$ cat src/rtl/video_timing_analyzer.sv
// ---------------------------------------------------------------------------
// video_timing_analyzer
//
// Measures line and frame length from hs/vs/de and classifies the incoming
// timing as PAL, NTSC or unknown. Once the measured (line, frame) pair has
// repeated for STABLE_FRAMES frames and matches a table entry, it asserts
// locked. It then emits a single-cycle vreset at a mode-specific
// (hcnt, vcnt) position so the HDMI generator can re-align to the core.
//
// Optional feature macro: VIDEO_ANALYZER_ACTIVE_MEAS_EN
//   defined   : h_active / v_active report measured active area
//   undefined : h_active / v_active are tied to 0
//
// Ports
//   clk       in   pixel clock
//   reset_n   in   asynchronous active-low reset
//   hs        in   horizontal sync, falling edge = line start
//   vs        in   vertical sync, sampled at line starts, falling = frame start
//   de        in   data enable
//   mode      out  0 = NTSC, 1 = PAL, 3 = unknown
//   locked    out  timing stable and recognised
//   vreset    out  one-cycle re-alignment pulse
//   h_total   out  last measured line period-1
//   v_total   out  last measured frame period-1 (lines)
//   h_active  out  de-high clocks in last completed line
//   v_active  out  lines with any de in last completed frame
//
// Handshake: there is no valid/ready flow here; every output is a plain
// registered level (vreset is a one-cycle strobe) valid on every clock.
// ---------------------------------------------------------------------------
module video_timing_analyzer #(
    parameter int HW            = 13,
    parameter int VW            = 10,
    parameter int STABLE_FRAMES = 2,
    parameter int PAL_HT        = 863,
    parameter int PAL_VT        = 624,
    parameter int NTSC_HT       = 857,
    parameter int NTSC_VT       = 524,
    parameter int PAL_HOFS      = 68,
    parameter int PAL_VOFS      = 39,
    parameter int NTSC_HOFS     = 60,
    parameter int NTSC_VOFS     = 30
) (
    input  logic          clk,
    input  logic          reset_n,
    input  logic          hs,
    input  logic          vs,
    input  logic          de,
    output logic [1:0]    mode,
    output logic          locked,
    output logic          vreset,
    output logic [HW-1:0] h_total,
    output logic [VW-1:0] v_total,
    output logic [HW-1:0] h_active,
    output logic [VW-1:0] v_active
);

    localparam logic [HW-1:0] H_MAX       = '1;
    localparam logic [VW-1:0] V_MAX       = '1;
    localparam logic [3:0]    SF          = 4'(STABLE_FRAMES);
    localparam logic [HW-1:0] PAL_HT_C    = HW'(PAL_HT);
    localparam logic [VW-1:0] PAL_VT_C    = VW'(PAL_VT);
    localparam logic [HW-1:0] NTSC_HT_C   = HW'(NTSC_HT);
    localparam logic [VW-1:0] NTSC_VT_C   = VW'(NTSC_VT);
    localparam logic [HW-1:0] PAL_HOFS_C  = HW'(PAL_HOFS);
    localparam logic [VW-1:0] PAL_VOFS_C  = VW'(PAL_VOFS);
    localparam logic [HW-1:0] NTSC_HOFS_C = HW'(NTSC_HOFS);
    localparam logic [VW-1:0] NTSC_VOFS_C = VW'(NTSC_VOFS);
    localparam logic [1:0]    MODE_NTSC   = 2'd0;
    localparam logic [1:0]    MODE_PAL    = 2'd1;
    localparam logic [1:0]    MODE_UNK    = 2'd3;

    logic          hs_d;
    logic          vs_d;
    logic [HW-1:0] hcnt;
    logic [VW-1:0] vcnt;
    logic [3:0]    stable_cnt;
    logic [HW-1:0] prev_h;
    logic [VW-1:0] prev_v;
    logic          locked_d;
    logic          pending;

    logic          line_edge;
    logic          frame_edge;
    logic [1:0]    cls;
    logic          same_pair;
    logic          at_ofs;
    logic          fire;

    assign line_edge  = !hs && hs_d;
    // vs_d only advances on line edges, so vs is effectively sampled per line.
    assign frame_edge = line_edge && !vs && vs_d;

    // Classification uses h_total before this cycle's update, i.e. the length
    // of the line preceding the one that ends at the frame edge.
    always_comb begin
        cls       = MODE_UNK;
        same_pair = (h_total == prev_h) && (vcnt == prev_v);
        if (h_total == PAL_HT_C && vcnt == PAL_VT_C) begin
            cls = MODE_PAL;
        end else if (h_total == NTSC_HT_C && vcnt == NTSC_VT_C) begin
            cls = MODE_NTSC;
        end
    end

    always_comb begin
        at_ofs = 1'b0;
        case (mode)
            MODE_PAL:  at_ofs = (hcnt == PAL_HOFS_C)  && (vcnt == PAL_VOFS_C);
            MODE_NTSC: at_ofs = (hcnt == NTSC_HOFS_C) && (vcnt == NTSC_VOFS_C);
            default:   at_ofs = 1'b0;
        endcase
        fire = locked && pending && at_ofs;
    end

    always_ff @(posedge clk or negedge reset_n) begin
        if (!reset_n) begin
            hs_d       <= 1'b0;
            vs_d       <= 1'b0;
            hcnt       <= '0;
            vcnt       <= '0;
            h_total    <= '0;
            v_total    <= '0;
            stable_cnt <= '0;
            prev_h     <= '1;
            prev_v     <= '1;
            mode       <= MODE_UNK;
            locked     <= 1'b0;
            locked_d   <= 1'b0;
            pending    <= 1'b0;
            vreset     <= 1'b0;
        end else begin
            hs_d <= hs;

            if (line_edge) begin
                h_total <= hcnt;
                hcnt    <= '0;
                vs_d    <= vs;
                if (frame_edge) begin
                    vcnt <= '0;
                end else if (vcnt != V_MAX) begin
                    vcnt <= vcnt + 1'b1;
                end
            end else if (hcnt != H_MAX) begin
                hcnt <= hcnt + 1'b1;
            end

            if (frame_edge) begin
                if (same_pair) begin
                    stable_cnt <= (stable_cnt == SF) ? SF : stable_cnt + 4'd1;
                end else begin
                    stable_cnt <= '0;
                end
                prev_h  <= h_total;
                prev_v  <= vcnt;
                v_total <= vcnt;
                mode    <= cls;
            end

            locked   <= (stable_cnt == SF) && (mode != MODE_UNK);
            locked_d <= locked;
            vreset   <= fire;

            // Set has priority; with non-zero offsets a set and a fire can
            // never land in the same cycle.
            if ((locked && !locked_d) || (frame_edge && locked && cls != mode)) begin
                pending <= 1'b1;
            end else if (fire) begin
                pending <= 1'b0;
            end
        end
    end

`ifdef VIDEO_ANALYZER_ACTIVE_MEAS_EN
    logic [HW-1:0] de_cnt;
    logic          line_de;
    logic [VW-1:0] vact;
    logic [VW-1:0] vact_next;

    // Line-with-de count including the line that ends this cycle.
    always_comb begin
        vact_next = vact;
        if (line_de && vact != V_MAX) begin
            vact_next = vact + 1'b1;
        end
    end

    always_ff @(posedge clk or negedge reset_n) begin
        if (!reset_n) begin
            de_cnt   <= '0;
            line_de  <= 1'b0;
            vact     <= '0;
            h_active <= '0;
            v_active <= '0;
        end else if (line_edge) begin
            h_active <= de_cnt;
            de_cnt   <= {{(HW-1){1'b0}}, de};
            line_de  <= de;
            if (frame_edge) begin
                v_active <= vact_next;
                vact     <= '0;
            end else begin
                vact <= vact_next;
            end
        end else begin
            if (de && de_cnt != H_MAX) begin
                de_cnt <= de_cnt + 1'b1;
            end
            line_de <= line_de | de;
        end
    end
`else
    assign h_active = '0;
    assign v_active = '0;
`endif

endmodule
$ cat config.mk
export PLATFORM = sky130hd
export DESIGN_NAME = video_timing_analyzer
export DESIGN_NICKNAME = d
export VERILOG_FILES = /design/src/rtl/video_timing_analyzer.sv
export SDC_FILE = /design/constraint.sdc
export NUM_CORES = 1
export LEC_CHECK = 0
export ABC_AREA = 1
export BUFFER_PORTS_ARGS = -buffer_cell sky130_fd_sc_hd__buf_2
export CAP_MARGIN = 25
export CORE_UTILIZATION = 53
export CTS_CLUSTER_DIAMETER = 50
export DETAILED_ROUTE_END_ITERATION = 10
export GPL_ROUTABILITY_DRIVEN = 0
export PLACE_DENSITY = 0.84
export SLEW_MARGIN = 20
export SYNTH_ARGS = -nofsm -noshare
export SYNTH_HDL_FRONTEND = slang
export SYNTH_SLANG_ARGS = --single-unit
export TNS_END_PERCENT = 1
$ cat constraint.sdc
create_clock -name clk -period 1.7 [get_ports clk]
set_input_delay 0.085 -clock clk [delete_from_list [all_inputs] [get_ports clk]]
set_output_delay 0.085 -clock clk [all_outputs]
set_load 0.01 [all_outputs]
[After elaboration in Yosys (flattened, before gate mapping)]
Index checks and enable logic that the tools add are counted.
Word-level totals
  register bits: 81
  input port bits: 5
  output and inout bits: 50
  logic and storage cells: 67
Operators by class
  add/sub/neg operators: 3
  equality and inequality tests: 16
  mux-type cells: 11
  reduce and logical (&&, ||, !) cells: 23
Operators with widths (number)
  $eq A13 B10 Y1 const B: 2
  $mux W13: 2
  $eq A10 B10 Y1 const B: 2
  $mux W10: 2
  $logic_and A1 B1 Y1: 14
  $add A13 B1 Y13 const B: 1
  $eq A13 B13 Y1: 1
  $eq A13 B6 Y1 const B: 1
  $eq A13 B7 Y1 const B: 1
  $ne A13 B13 Y1 const B: 1
  $add A10 B1 Y10 const B: 1
  $eq A10 B10 Y1: 1
  $eq A10 B5 Y1 const B: 1
  $eq A10 B6 Y1 const B: 1
  $ne A10 B10 Y1 const B: 1
  $mux W4: 2
  $reduce_bool A2 Y1: 3
  $add A4 B1 Y4 const B: 1
  $eq A4 B2 Y1 const B: 1
  $mux W2: 2
  $logic_not A1 Y1: 3
  $eq A2 B1 Y1 const B: 1
  $logic_not A2 Y1: 1
  $mux W1: 2
  other kinds (5): 5

[Logic depth before layout (Yosys ltp)]
  word-level depth: 8
  depth in mapped cells: 13
  depth with buffers taken out: 12

[Least setup slack after synthesis]
Ideal clock, no wire load.
  path kind: reg2reg
  from: reg vcnt[1]
  to: reg vcnt[0]
  setup time: 0.077 ns
  arrival time: 1.578 ns
  required time: 1.623 ns
  path slack: 0.045 ns
  stages on the path, launching flop included: 10
  buffers on the path: 0
  clock period less this slack: 1.655 ns
  path through: dfrtp_1 ha_1 inv_1 nor2_8 nand2_4 nor3_4 nand2_2 o21ai_4 nand2_1 o21ai_1
Between the ends
  longest elaborated chain between the ends: 3
RTL lines
  from (decl): RTL line 76  | logic [VW-1:0] vcnt;
  from (signal assigned): RTL line 142  | vcnt <= vcnt + 1'b1;
  $ne A10 B10 Y1: RTL line 141  | end else if (vcnt != V_MAX) begin
  $reduce_bool A2 Y1 (no line)
  $reduce_and A2 Y1 (no line)
No other way between the ends.
A chain may end at the register's enable or synchronous reset.

[Final worst setup path]
  from: reg vcnt[0]
  to: reg vcnt[9]
Between the ends
  longest elaborated chain between the ends: 3
  elaborated cells between the ends (all ways): 6
  classes of those cells: 1 x add/sub; 1 x eq/ne; 2 x mux; 2 x reduce/logical
RTL lines (RTL line)
  $add A10 B1 Y10 / $ne A10 B10 Y1 (equally long branches): 142, 141
  $mux W10 / $reduce_bool A2 Y1 (equally long branches)
  $mux W10 / $reduce_and A2 Y1 (equally long branches)
Several ways; a longest one is shown, not always the timed one. The select of a mux whose other input is x is not followed.

==> flow_metrics.py <==
metrics = {
    "cells_and_area": {
        "antenna_cells": 0,
        "layout-area-overhead-vs-synth_pct": 13.4,
        "final_core_util_pct": 63.3,
        "layout.nets": 608,
        "drive_above_1_share_pct": 21.5,
    },
    "routing": {
        "drc_errors": 0,
        "viasPerCell": 5.43,
        "dr.pass1.iters": 5,
        "postRouteAntennaNets": 0,
        "drt-wirelength-per-cell_um": 15.1,
        "routed_wl_um": 10600,
        "drtIter0Drc": 328,
        "vias": 3819,
    },
    "place": {
        "port_buffers": 30,
        "hpwl_um": 7180,
    },
    "cts": {
        "cts-htree-levels": 3,
        "clock_sinks": 81,
        "cts_buffers": 9,
        "cts_buffer_depth": 2,
        "cts_tree": "yes",
        "clk_pin_slew_ns": 0.08,
        "clock_latency_ns": 0.36,
        "cts_root_buffer": "clkbuf_8",
    },
    "setup_path": {
        "slowest_stage": "dfrtp_1",
        "max_stage_delay_ns": 0.41,
        "crit_chain": "ha_2, inv_2, nor2_8, nand2_4, nor3_4, nand2_2, o21ai_4, nand2_1, o21ai_1",
        "critPathLaunch": "vcnt[0]$_DFFE_PN0P_",
        "critPathLaunchType": "flop",
        "crit_family": "simple AND/OR/NAND/NOR gates",
        "worstPathMaxFanout": 5,
        "critPathBufInv": 1,
        "arrival_ns": 1.95,
        "cp-end-kind": "flop",
        "worst-r2r-cell-count": 9,
        "crit_end": "vcnt[9]$_DFFE_PN0P_",
        "path_class": "flop to flop",
        "worstSetupPathDepth": 9,
        "crit_required_ns": 1.98,
        "r2r-end": "vcnt[9]$_DFFE_PN0P_",
        "r2r_slack_ns": 0.03,
        "r2r_start": "vcnt[0]$_DFFE_PN0P_",
    },
    "synth": {
        "synthTopCellsByArea": "dfrtp_1 (32%), dfstp_2 (15%), nand2_1 (13%)",
        "synth_area_leader_cell": "dfrtp_1",
        "seq_area_frac_synth_pct": 46.7,
        "synth_ff_type": "dfrtp_1",
        "ys_async_sr_fraction_pct": 100,
        "synth_warnings": 0,
        "syn_area_um2": 4400,
        "synth-edff-count": 0,
        "yosysTopAreaCellShare_pct": 31.8,
        "syn_inst": 544,
        "synth_seq_cells": 81,
        "syn_avg_cell_area_um2": 8.10,
        "synth.distinct_cells": 40,
    },
    "sta": {
        "finalCriticalPeriod_ns": 1.67,
        "finalHoldViolCount": 0,
        "fin_crit_sh_pct": 98.4,
        "final.setup_skew_ns": 0.00790,
        "final.setup.tns_ns": 0,
        "rsz0062_at_grt": "yes",
        "maxSlewHeadroom_pct": 65.8,
        "drv_slew": 0,
        "clock.fmax_mhz": 598,
        "finalSetupViolCount": 0,
        "worst_pin_slew_ns": 0.513,
    },
    "grt": {
        "grt_antenna_before_repair": 0,
        "grt_pass1_vias": 3542,
        "groute.usage.overall_pct": 24.9,
        "grt_pass1_wl_um": 16600,
        "grt_max_degree": 51,
        "gr-total-overflow": 0,
    },
    "power_and_ir_drop": {
        "seq_power_share_pct": 46.5,
        "ir_drop_mv": 0.450,
        "p_int_uw": 3750,
        "p_per_area_nw_per_um2": 1160,
        "switching_share_pct": 35.0,
        "power_switching_uw": 2020,
        "clockPowerShare_pct": 24.1,
        "power_frac_comb_pct": 29.4,
        "p_leak_uw": 0.00245,
    },
    "worst_hold_path": {
        "whs_path_depth": 3,
        "min_path_type": "input port to flop",
    },
    "floorplan": {
        "core_area_um2": 7890,
        "die_w_um": 93.2,
        "initial_core_util_pct": 55.8,
        "die_h_um": 93.2,
        "ioPinCount": 55,
        "rows": 32,
        "dieArea_um2": 8680,
    },
    "flow_run": {
        "maxCapViolations": 0,
    },
    "run_status": {
        "status": "completed",
    },
}
per-stage QoR:
step	power (uW)	setup slack [ns]	cell area [um2]	hold slack, ns	cells
finish	5770	0.0270	4990	0.0139	703
global route	6070	-0.0686	4990	0.0257	703
CTS	5620	0.00526	4870	0.0301	698
detailed placement	4240	-0.0610	4660	0.0549	679
global placement	4150	0.0750	4660	0.0514	679
floorplan	3720	0.0454	4490	-0.211	566
routing by layer:
metal	wire (um)	share of wire, %	up-vias	GRT usage [%]
met5	0	0	-	0
met4	483	4.6	0	12.9
met3	685	6.5	43	4.80
met2	5060	48	181	39.8
met1	4370	41	1805	32.2
li1	-	-	1790	-
cells in the final DEF, fill, tap and decap left out, drive strengths merged:
master	netlist	layout
nand3	31	31
nor3b	1	1
nand3b	1	1
and3	1	1
ha	7	7
nor3	10	10
bufinv	0	1
o31ai	3	3
xnor2	11	11
or2	1	1
clkbuf	3	13
dfstp	25	25
o21ai	51	52
nand2	161	161
a21boi	1	1
o22ai	2	2
nor4	1	1
xor2	9	9
clkinv	0	2
buf	37	56
a31oi	2	2
a21oi	7	7
conb	1	23
inv	57	57
dfrtp	56	56
nor2	53	53
dlygate4sd3	0	2
nand4	12	12
synth_stat cells, drive strengths merged (2+ instances only):
master    n
nor2     53
a21oi     7
buf      37
nand3    31
xnor2    11
ha        7
xor2      9
o31ai     3
nand4    12
clkbuf    3
inv      57
dfstp    25
o21ai    51
nor3     10
dfrtp    56
o22ai     2
a31oi     2
nand2   161
final cells by class:
cell class | instances | area (um2)
inverter | 57 | 219
sequential | 81 | 2060
timing repair buffer | 58 | 388
clock inverter | 3 | 40.0
clock buffer | 13 | 149
tap | 102 | 128
fill | 635 | 2900
multi-input combinational | 389 | 2010
power by group through the flow:
stage               sequential [uW]  clock [uW]  combinational [uW]
finish                         2690        1390                1700
global route                   2730        1470                1870
CTS                            2670        1390                1560
detailed placement             2700           0                1540
global placement               2680           0                1480
floorplan                      2660           0                1060
cell families after synthesis:
kind of cell             Yosys count  share of synthesized area, %
flip-flops                        81                          46.7
XOR/XNOR                          20                          3.98
buffers and inverters             97                          11.3
other                              1                        0.0851
adder cells (fa/ha/maj)            7                          1.99
AO/OA/AOI/OAI                     66                          8.44
AND/OR/NAND/NOR                  272                          27.5
timing repair:
action	CTS	global route
pin swaps	1	9
setup endpoints to repair	5	25
setup buffers	1	4
gates cloned	0	1
resized for setup	0	22
endpoints found under the hold margin	30	0
hold buffers	2	0
registers in the layout, indices dropped and copies added, names as in the netlist:
name / count
h_total: 13
hcnt: 13
prev_h: 13
prev_v: 10
v_total: 10
vcnt: 10
stable_cnt: 4
mode: 2
hs_d: 1
locked: 1
locked_d: 1
pending: 1
vreset: 1
vs_d: 1
worst min-delay path by stage:
stage / start / to / slack [ns]
6_report: vs / vs_d$_DFFE_PN0N_ / 0.01
5_1_grt: vs / vs_d$_DFFE_PN0N_ / 0.03
3_3_place_gp: reset_n / v_total[2]$_DFFE_PN0N_ / 0.05
2_1_floorplan: reset_n / h_total[0]$_DFFE_PN0N_ / -0.21
4_1_cts: vs / vs_d$_DFFE_PN0N_ / 0.03
3_5_place_dp: reset_n / v_total[2]$_DFFE_PN0N_ / 0.05
worst reg2reg max path, delay by kind of cell (launching register included):
kind | cells | cell delay (ns)
AO/OA/AOI/OAI | 2 | 0.32
adder cells (fa/ha/maj) | 1 | 0.22
buffers and inverters | 1 | 0.07
flip-flops | 1 | 0.41
AND/OR/NAND/NOR | 5 | 0.59
(Power assumes the default switching activity.)
